## src/rtl/jk_cmd_sequencer.sv

```systemverilog
// Command sequencer for a JK flip-flop stage: buffers set/clear/toggle/hold
// commands, issues each as a one-cycle {j,k} pulse and checks the fed-back Q.
module jk_cmd_sequencer #(
  parameter int DEPTH = 4,
  parameter int GAP   = 0
) (
  input  logic                       clk,
  input  logic                       reset,
  input  logic                       cmd_valid,
  output logic                       cmd_ready,
  input  logic [1:0]                 cmd_op,
  output logic                       j,
  output logic                       k,
  input  logic                       q_fb,
  output logic                       exp_q,
  output logic                       mismatch,
  input  logic                       clr_err,
  output logic [$clog2(DEPTH+1)-1:0] level
);

  localparam int LW = $clog2(DEPTH + 1);
  localparam int PW = $clog2(DEPTH);
  localparam logic [3:0] GAP_M1 = (GAP > 0) ? 4'(GAP - 1) : 4'd0;

  typedef enum logic [1:0] {IDLE, ISSUE, CHECK, WAIT} state_t;

  logic [1:0]    mem [DEPTH];
  logic [PW-1:0] wr_ptr;
  logic [PW-1:0] rd_ptr;
  logic [LW-1:0] level_reg;
  logic [3:0]    wait_cnt;
  state_t        state;
  logic          push;
  logic          pop;
  logic          pop_slot;

  assign level     = level_reg;
  assign cmd_ready = (level_reg < LW'(DEPTH));
  assign push      = cmd_valid && cmd_ready;

  // A pop is allowed in every state that may be followed directly by ISSUE.
  always_comb begin
    pop_slot = 1'b0;
    case (state)
      IDLE:    pop_slot = 1'b1;
      CHECK:   pop_slot = (GAP == 0);
      WAIT:    pop_slot = (wait_cnt == 4'd0);
      default: pop_slot = 1'b0;
    endcase
    pop = pop_slot && (level_reg != '0);
  end

  always_ff @(posedge clk) begin
    if (push) begin
      mem[wr_ptr] <= cmd_op;
    end
  end

  always_ff @(posedge clk or negedge reset) begin
    if (!reset) begin
      wr_ptr    <= '0;
      rd_ptr    <= '0;
      level_reg <= '0;
    end else begin
      if (push) wr_ptr <= wr_ptr + PW'(1);
      if (pop)  rd_ptr <= rd_ptr + PW'(1);
      case ({push, pop})
        2'b10:   level_reg <= level_reg + LW'(1);
        2'b01:   level_reg <= level_reg - LW'(1);
        default: level_reg <= level_reg;
      endcase
    end
  end

  always_ff @(posedge clk or negedge reset) begin
    if (!reset) begin
      state    <= IDLE;
      j        <= 1'b0;
      k        <= 1'b0;
      exp_q    <= 1'b0;
      mismatch <= 1'b0;
      wait_cnt <= 4'd0;
    end else begin
      j <= 1'b0;
      k <= 1'b0;

      // A fresh mismatch takes priority over a simultaneous clear.
      if (state == CHECK && q_fb != exp_q) begin
        mismatch <= 1'b1;
      end else if (clr_err) begin
        mismatch <= 1'b0;
      end

      case (state)
        ISSUE: begin
          case ({j, k})
            2'b01:   exp_q <= 1'b0;
            2'b10:   exp_q <= 1'b1;
            2'b11:   exp_q <= ~exp_q;
            default: exp_q <= exp_q;
          endcase
          state <= CHECK;
        end
        CHECK: begin
          if (GAP > 0) begin
            wait_cnt <= GAP_M1;
            state    <= WAIT;
          end else if (pop) begin
            {j, k} <= mem[rd_ptr];
            state  <= ISSUE;
          end else begin
            state <= IDLE;
          end
        end
        WAIT: begin
          if (wait_cnt != 4'd0) begin
            wait_cnt <= wait_cnt - 4'd1;
          end else if (pop) begin
            {j, k} <= mem[rd_ptr];
            state  <= ISSUE;
          end else begin
            state <= IDLE;
          end
        end
        default: begin
          if (pop) begin
            {j, k} <= mem[rd_ptr];
            state  <= ISSUE;
          end
        end
      endcase
    end
  end

endmodule

```

## config.mk

```make
export PLATFORM = sky130hd
export DESIGN_NAME = jk_cmd_sequencer
export DESIGN_NICKNAME = d
export VERILOG_FILES = /design/src/rtl/jk_cmd_sequencer.sv
export SDC_FILE = /design/constraint.sdc
export NUM_CORES = 1
export LEC_CHECK = 0
export ABC_AREA = 1
export BUFFER_PORTS_ARGS = -buffer_cell sky130_fd_sc_hd__buf_2
export CAP_MARGIN = 25
export CORE_UTILIZATION = 55
export CTS_CLUSTER_DIAMETER = 200
export DETAILED_ROUTE_END_ITERATION = 10
export PLACE_DENSITY = 0.72
export SYNTH_ARGS = -nofsm -noshare
export SYNTH_HDL_FRONTEND = slang
export SYNTH_SLANG_ARGS = --single-unit
```

## constraint.sdc

```tcl
create_clock -name clk -period 3.95 [get_ports clk]
set_input_delay 0.79 -clock clk [delete_from_list [all_inputs] [get_ports clk]]
set_output_delay 0.79 -clock clk [all_outputs]
set_load 0.01 [all_outputs]
```

==> flow_summary_export.csv <==
group,metric,value,unit
synth,synth_warnings,0,
detailed_routing,final_antenna_net_count,0,
clock_network,clk_path_buf_depth,2,
clock_network,clk_pin_slew_worst_paths,140,ps
power,seqPwrFrac,46.7,%
setup_path,arrival,2610,ps
clock_network,cts_root_buf,"clkbuf_4",
final_layout,multi_input_area,424,um^2
clock_network,cts_max_level,1,
power,p_per_area,646,mW/mm^2
detailed_routing,wirelength,1.71,mm
synth,ys_types,18,
timing,max_freq,422,MHz
setup_path,start_kind,"flip-flop",
synth,postSynthAreaPerCell,9.42,um^2
outcome,status,"completed",
final_layout,largest_reg_flops,8,
power,p_comb_share,40.1,%
timing,slew_headroom,74.9,%
clock_network,cts.sinks,25,
clock_network,clk_latency,300,ps
placement,place_congestion,0.850,
final_layout,register_area,666,um^2
floorplan,die_w,48.5,um
power,p_int,516,uW
power,p_switching,330,uW
detailed_routing,vias,806,
timing,worst_pin_slew,377,ps
placement,detailed_place_hpwl,1.31,mm
floorplan,fp.dieH,48.5,um
run,maxCapViolCount,0,
clock_network,post_cts_buffers,0,
global_route,grt_pass1_wl,2.95,mm
floorplan,ios,15,
synth,synth_fp_nets,141,
timing,drv_slew,0,
global_route,grt_antenna_before_repair,0,
setup_path,crit_top_cell,"inv_1",
final_layout,n_antenna_cell,0,
setup_path,required,4190,ps
final_layout,post-route-util,65.4,%
clock_network,cts_tree,"yes",
placement,port_buffers,14,
final_layout,finalNetCount,159,
floorplan,coreArea,0.00200,mm^2
global_route,grt_max_degree,18,
detailed_routing,route.detailed.drc,0,
detailed_routing,drtIter0Drc,22,
global_route,grt_pass1_vias,712,
setup_path,r2r_slack,1580,ps
synth,ys_ff_latch,25,
detailed_routing,viasPerCell,4.74,
setup_path,slowest_delay,380,ps
synth,ys_seq_area_share,56.1,%
detailed_routing,wl_per_cell,10.0,um
timing,setup_tns,0,ps
power,max-vdd-ir-drop,0.556,mV
final_layout,drive_gt1_share,14.7,%
setup_path,endpoint_kind,"flip-flop",
timing,finalClockSkew,6.06,ps
timing,period_needed,2370,ps
power,swShare,39.0,%
synth,syn_inst,126,
worst_hold_path,hold_path.class,"input pin to async pin",
final_layout,areaGrowthSynthToFinish,10.3,%
timing,rsz0062_at_grt,"no",
setup_path,crit_fanout,12,
timing,finalSetupViolations,0,
floorplan,initial_core_util,59.3,%
setup_path,path_class,"flip-flop to flip-flop",
final_layout,final_area,0.00131,mm^2
timing,fin_crit_sh,60.0,%
synth,mappedNetlistArea,0.00119,mm^2
detailed_routing,firstDrtPassIters,4,
setup_path,cp_cell_sequence,"inv_1 -> ha_1 -> nand2_1 -> nand2_2 -> nand3_1 -> inv_1 -> ha_1 -> inv_1 -> fa_1 -> or2_2 -> nand2_1 -> xor2_1",
floorplan,dieArea,0.00235,mm^2
power,power_frac_clock,13.2,%
floorplan,num_rows,16,
global_route,grt_use_total,16.3,%
clock_network,cts_repair_resize_count,0,
global_route,gr-total-overflow,0,
setup_path,slowest_stage,"dfrtp_1",
setup_path,worst-path-buf-inv,3,
setup_path,path_delay_family,"simple AND/OR/NAND/NOR gates",
clock_network,ctsHoldBuffers,0,
placement,placed_area,0.00128,mm^2
power,total_leakage_power,0.662,nW
timing,hold_viol_final,0,
clock_network,numCtsBuffers,3,
final_layout,fillers,166,
[synth_stat cells (all sizes together)]
cell	instances	area share, %
nand4	2	1.1
fa	1	1.7
o22ai	2	1.1
nor2	15	4.7
inv	23	7.3
a21oi	2	0.84
o21ai	8	3.4
edfxtp	8	20
nand3	2	0.84
xnor2	2	1.5
buf	1	0.95
xor2	3	2.2
ha	7	7.4
nand2	32	11
or2	1	0.53
dfrtp	17	36
[logic make-up after synthesis]
kind of cell / Yosys count / synth area share, %
flip-flops: 25 / 56.1
XOR/XNOR: 5 / 3.69
AO/OA/AOI/OAI: 12 / 5.27
buffers and inverters: 24 / 8.22
adder cells (fa/ha/maj): 8 / 9.06
AND/OR/NAND/NOR: 52 / 17.7
[metal layers]
metal | vias to the layer above | global-route usage [%] | share of wire [%]
li1 | 423 | - | -
met1 | 369 | 21.4 | 48
met2 | 12 | 27.9 | 49
met3 | 2 | 2.83 | 2.6
met4 | 0 | 4.41 | 1.3
met5 | - | 0 | 0
[layout make-up]
cell class | instances | area share (%)
sequential | 25 | 50.8
multi-input combinational | 77 | 32.4
inverter | 23 | 6.59
timing repair buffer | 14 | 5.35
tap | 27 | 2.58
clock buffer | 3 | 1.72
clock inverter | 1 | 0.573
[path summary, 6_finish.rpt]
path	cells after the start	from	endpoint
min in group clk	1	state[0]	mismatch
min	1	reset	k
max reg2reg	12	wait_cnt[0]	level[2]
max	12	wait_cnt[0]	level[2]
min reg2reg	1	state[0]	mismatch
max in group asynchronous	1	reset	rd_ptr[1]
[power by group through the flow]
stage	logic [mW]	clock network, mW	registers (mW)
final	0.339	0.111	0.395
after global routing	0.394	0.124	0.407
after CTS	0.344	0.115	0.397
after detailed placement	0.342	0	0.402
after floorplan	0.229	0	0.413
after global placement	0.333	0	0.400
[stage by stage]
stage	hold slack, ps	std cells	worst slack [ps]	total power [mW]
4_1_cts	385	170	1570	0.855
6_report	375	170	1580	0.846
3_3_place_gp	471	166	1690	0.733
3_5_place_dp	486	166	1580	0.744
2_1_floorplan	457	126	1890	0.641
5_1_grt	379	170	1380	0.925
[layout by cell type (no fill, tap or decap), drive strengths merged]
master and instances:
a21oi 2, o22ai 2, nand2 32, edfxtp 8, or2 1, ha 7, nand3 2, dfrtp 17
inv 23, nor2 15, xnor2 2, fa 1, nand4 2, buf 14, clkbuf 3, clkinvlp 1
o21ai 8, xor2 3
Power figures use the tool's default switching activity.
